[config.mk]
export PLATFORM = sky130hd
export DESIGN_NAME = button_conditioner
export DESIGN_NICKNAME = d
export VERILOG_FILES = /design/src/rtl/button_conditioner.sv
export SDC_FILE = /design/constraint.sdc
export NUM_CORES = 1
export LEC_CHECK = 0
export CORE_MARGIN = 2
export CORE_UTILIZATION = 45
export CTS_BUF_LIST = sky130_fd_sc_hd__clkbuf_16
export CTS_CLUSTER_DIAMETER = 120
export CTS_CLUSTER_SIZE = 20
export DETAILED_ROUTE_END_ITERATION = 6
export DONT_BUFFER_PORTS = 1
export REMOVE_ABC_BUFFERS = 1
export SLEW_MARGIN = 30
export SYNTH_ARGS = -nofsm -noshare
export SYNTH_HDL_FRONTEND = slang
export SYNTH_SLANG_ARGS = --single-unit
[constraint.sdc]
create_clock -name clk -period 9.55 [get_ports clk]
set_input_delay 0.4775 -clock clk [delete_from_list [all_inputs] [get_ports clk]]
set_output_delay 0.4775 -clock clk [all_outputs]
set_load 0.01 [all_outputs]
[src/rtl/button_conditioner.sv]
// Multi-channel pin conditioner: synchroniser chain, polarity normalisation,
// per-channel debounce counter, registered level plus rise/fall strobes.
module button_conditioner #(
    parameter int                  CHANNELS        = 5,
    parameter int                  SYNC_STAGES     = 2,
    parameter int                  DEBOUNCE_CYCLES = 250000,
    parameter logic [CHANNELS-1:0] INVERT          = '0
) (
    input  logic                clk,
    input  logic                reset,
    input  logic                debounce_en,
    input  logic [CHANNELS-1:0] raw_in,
    output logic [CHANNELS-1:0] level,
    output logic [CHANNELS-1:0] rise,
    output logic [CHANNELS-1:0] fall
);

    localparam int              CW       = $clog2(DEBOUNCE_CYCLES + 1);
    localparam logic [CW-1:0]   CNT_LAST = CW'(DEBOUNCE_CYCLES - 1);

    logic [CHANNELS-1:0] sync_q [SYNC_STAGES];
    logic [CHANNELS-1:0] s;
    logic [CW-1:0]       cnt_q  [CHANNELS];
    logic [CW-1:0]       cnt_d  [CHANNELS];
    logic [CHANNELS-1:0] level_d;

    // Sync flops reset to the idle pin level so no false edge follows reset.
    always_ff @(posedge clk or posedge reset) begin
        if (reset) begin
            for (int unsigned k = 0; k < SYNC_STAGES; k++)
                sync_q[k] <= INVERT;
        end else begin
            sync_q[0] <= raw_in;
            for (int unsigned k = 1; k < SYNC_STAGES; k++)
                sync_q[k] <= sync_q[k-1];
        end
    end

    assign s = sync_q[SYNC_STAGES-1] ^ INVERT;

    always_comb begin
        level_d = level;
        for (int unsigned i = 0; i < CHANNELS; i++) begin
            cnt_d[i] = '0;
            if (!debounce_en) begin
                level_d[i] = s[i];
            end else if (s[i] != level[i]) begin
                if (cnt_q[i] == CNT_LAST)
                    level_d[i] = s[i];
                else
                    cnt_d[i] = cnt_q[i] + CW'(1);
            end
        end
    end

    always_ff @(posedge clk or posedge reset) begin
        if (reset) begin
            level <= '0;
            rise  <= '0;
            fall  <= '0;
            for (int unsigned i = 0; i < CHANNELS; i++)
                cnt_q[i] <= '0;
        end else begin
            level <= level_d;
            rise  <= level_d & ~level;
            fall  <= ~level_d & level;
            for (int unsigned i = 0; i < CHANNELS; i++)
                cnt_q[i] <= cnt_d[i];
        end
    end

endmodule

; ---- Yosys cells after proc, flatten, opt, wreduce, memory -nomap -nowiden
; Cells that the tools add are included.
[word_totals]
out_inout_bits = 15
reg_bits = 115
[classes]
n_eq_ne = 10
addsub = 5
muxes = 30
n_bitwise = 4
[op_table]
columns = op, n
row1 = 2-to-1 mux 18 bit, 15
row2 = "adder 18 x 1 -> 18 bit, second input constant", 5
row3 = "== test 18 bit, second input constant", 5
row4 = 2-to-1 mux 1 bit, 15
row5 = bitwise AND 5 bit, 2
row6 = inverter 5 bit, 2
row7 = != test 1 bit, 5

; ---- Longest topological paths before layout
[depth]
ltp_word = 6
mapped_depth = 6
ltp_nobuf = 5

; ---- Worst setup path before layout
; No wires, ideal clock.
[synth_timing]
kind = register -> register
startpoint = reg cnt_q[0] (netlist bit)
endpoint = reg cnt_q[10] (netlist bit)
t_arrival_ns = 1.812
required_time_ns = 9.429
synth_period_minus_slack_ns = 1.934
setup_slack_ns = 7.616
stages_incl_launch_ff = 7
path_buffers = 1
path_cell_list = dfrtp_1 -> ha_1 -> nand3_1 -> or4_1 -> o211ai_2 -> buf_2 -> nor2_1
[synth_lines]
columns = item, line_no
row1 = from (decl), 23  ; logic [CW-1:0] cnt_q [CHANNELS];
row2 = "from (signal, indexed assignment)", 68  ; cnt_q[i] <= cnt_d[i];

==> impl_metrics.env <==
export IMPL_drc=0
export IMPL_yosys_most_used_dff="dfrtp_1"
export IMPL_clkTransAtPathRegs_ps=60
export IMPL_cp_cell_sequence="ha_1 -> nand3_1 -> or4_1 -> o211ai_2 -> nor2_1"
export IMPL_skew_ps=7.90
export IMPL_setup_violations=0
export IMPL_dp_cells=649
export IMPL_rsz0062_at_grt="no"
export IMPL_dpl_cell_area_sq_um=5520
export IMPL_synth_edf_count=0
export IMPL_num_antenna_cells=0
export IMPL_critPathTopFamily="simple AND/OR/NAND/NOR gates"
export IMPL_vias=3825
export IMPL_cts_setup_buffers=0
export IMPL_r2r_end="cnt_q[51]"
export IMPL_crit_end="cnt_q[51]"
export IMPL_tightest_slew_ps=782
export IMPL_async_reset_ff_share_pct=100
export IMPL_dr_pass1_iters=4
export IMPL_synth_seq_cells=115
export IMPL_layout_nets=539
export IMPL_critPathKind="reg -> reg"
export IMPL_critPathMaxFanout=17
export IMPL_final_instance_count_excl_fill=681
export IMPL_yosys_warnings=0
export IMPL_cp_slowest_cell="o211ai_2"
export IMPL_period_minus_slack_ps=2310
export IMPL_fp_dieArea_sq_um=12900
export IMPL_endpoint_kind="register"
export IMPL_hold_buffers=1
export IMPL_gp_congestion=0.820
export IMPL_p_leak_uw=0.00246
export IMPL_reg2reg_depth=5
export IMPL_yosysTopAreaCellShare_pct=53.4
export IMPL_fillers=986
export IMPL_rrSetupSlack_ps=7240
export IMPL_max_slew_margin_pct=47.7
export IMPL_die_h_um=113
export IMPL_post_place_ws_ps=7270
export IMPL_antenna_found_initial=0
export IMPL_max_stage_delay_ps=630
export IMPL_slew_violations=0
export IMPL_synth_top_area_cell="dfrtp_1"
export IMPL_crit_path_start="cnt_q[36]"
export IMPL_grt_pass1_vias=3754
export IMPL_tritoncts="built"
export IMPL_cap_violations=0
export IMPL_netlist_area_sq_um=5390
export IMPL_hpwlAfterDp_um=6640
export IMPL_seq_area_sq_um=2880
export IMPL_post_route_cell_area_sq_um=6150
export IMPL_clock_sinks=115
export IMPL_cts_buffers=17
export IMPL_die_width_um=113
export IMPL_synth_distinct_cells=45
export IMPL_routed_wl_um=10200
export IMPL_areaGrowthSynthToFinish_pct=14.1
export IMPL_grt_max_degree=75
export IMPL_grt_usage_pct=17.6
export IMPL_ant_nets=0
export IMPL_cp_data_required_time_ps=9800
export IMPL_finalCritPeriodShare_pct=24.2
export IMPL_overflow=0
export IMPL_syn_inst=519
export IMPL_cts_root_buf="clkbuf_16"
export IMPL_hold_path_class="in -> reg"
export IMPL_powerDensity_nw_per_um2=197
export IMPL_drt_vias_per_instance=5.62
export IMPL_drt_iter0_markers=135
export IMPL_reg2reg_from="cnt_q[36]"
export IMPL_ir_worst_vdd_v=0.000139
export IMPL_fmax_ghz=0.433
export IMPL_tns_ps=0
export IMPL_core_rowCount=39
export IMPL_wl_per_cell_um=15.0
export IMPL_core_area_sq_um=11600
export IMPL_initial_core_util_pct=46.6
export IMPL_arrival_ps=2560
export IMPL_htree_num_levels=4
export IMPL_status="complete, no violations"
export IMPL_setup_slack_ps=7240
export IMPL_syn_avg_cell_area_sq_um=10.4
export IMPL_drive_gt1_share_pct=9.48
export IMPL_multi_input_area_sq_um=2390
export IMPL_critPathLaunchType="register"
export IMPL_insertion_delay_ps=410
export IMPL_pin_count=23
export IMPL_cts_resized=0
export IMPL_synth_area_leaders="dfrtp_1, xnor2_1, nor2_1, xor2_1, nand3_1"
export IMPL_crit_buf_inv=0
export IMPL_cp_depth=5
export IMPL_yosysSeqAreaShare_pct=53.4
export IMPL_io_buffers=0
export IMPL_grt_pass1_wl_um=17900
export IMPL_hold_viol=0
export IMPL_cts_max_path_buffers=2
[worst min path at each step]
| stage | to | startpoint | cells after the start | slack, ps |
|---|---|---|---|---|
| 5_1_grt | sync_q[7] | raw_in[2] | 0 | 70 |
| 3_5_place_dp | s[3] | sync_q[8] | 0 | 340 |
| 4_1_cts | sync_q[8] | raw_in[3] | 0 | 70 |
| 3_3_place_gp | s[0] | sync_q[5] | 0 | 330 |
| 2_1_floorplan | s[0] | sync_q[5] | 0 | 330 |
| 6_report | sync_q[8] | raw_in[3] | 0 | 90 |
[cell families after synthesis]
logic type                 count (synthesis)  share of synthesized area, %
adders and majority gates                  5                          1.16
and+or+nand+nor                          251                          25.6
AOI/OAI and AO/OA                         48                          5.90
DFF                                      115                          53.4
buffers and inverters                     29                          2.18
muxes                                      5                          1.04
xor gates and xnor gates                  66                          10.7
[cell type report]
type	instances	area share (%)
flip-flops and latches	115	46.8
well taps	143	2.91
clock inverters	14	3.15
inverters	15	0.956
repair buffers	2	0.346
clock buffers	17	6.92
multi-input cells	375	38.9
[flip-flops by register name, indices dropped and copies added, names as in the netlist]
signal  count
cnt_q      90
fall        5
level       5
rise        5
s           5
sync_q      5
[worst register-to-register path: stages (launching register included)]
cell	delay [ps]
dfrtp_1	430
ha_1	230
nand3_1	160
or4_1	550
o211ai_2	630
nor2_1	150
[layout by cell type (no fill, tap or decap), types with 8 or more instances in the layout]
| cell type | netlist | final |
|---|---|---|
| nor3_1 | 14 | 14 |
| o21ai_0 | 11 | 11 |
| or3_1 | 9 | 9 |
| nor2_1 | 71 | 71 |
| and3_1 | 10 | 10 |
| dfrtp_1 | 115 | 115 |
| clkbuf_16 | 0 | 17 |
| inv_1 | 15 | 15 |
| a21oi_1 | 18 | 18 |
| or4_1 | 8 | 8 |
| xor2_1 | 28 | 28 |
| nand4_1 | 23 | 23 |
| nand3_1 | 29 | 29 |
| xnor2_1 | 38 | 38 |
| nand2_1 | 27 | 27 |
| nor4_1 | 17 | 17 |
[metrics by stage]
step	utilization [%]	hold slack [ps]	power (uW)
after floorplan	-	331	544
after global placement	47.7	332	556
after detailed placement	47.7	338	557
after CTS	53.1	71.1	1230
after global routing	53.2	73.8	1260
final	53.2	87.7	1210
[where the power goes]
part           total [uW]  internal [uW]  leakage (uW)  switching, uW
Combinational        37.6           10.2      0.000601           27.3
Clock                 666            454      0.000300            212
Sequential            511            498       0.00156           12.2
[synthesized netlist by cell type (all sizes together) (3+ instances only)]
cell and count:
dfrtp 115, xnor2 38, nor3b 4, or4b 3
a21oi 19, xor2 28, or3 9, o211ai 5
o21ai 12, or4 9, buf 6, nand3 30
o31ai 5, and2 4, ha 5, nor4 17
and4 7, nor2 71, nor4b 3, nand2b 3
a31o 3, clkbuf 8, nor3 14, inv 15
nand2 27, and3b 6, and3 10, nand4 25
mux2 5
[layer usage]
layer	vias up	GRT usage [%]	share of wire, %
li1	1865	-	-
met1	1881	24.7	50
met2	63	25.2	44
met3	16	4.94	3.9
met4	0	8.94	2.3
met5	-	0	0
Note: power is estimated with default switching activity, not from simulation.
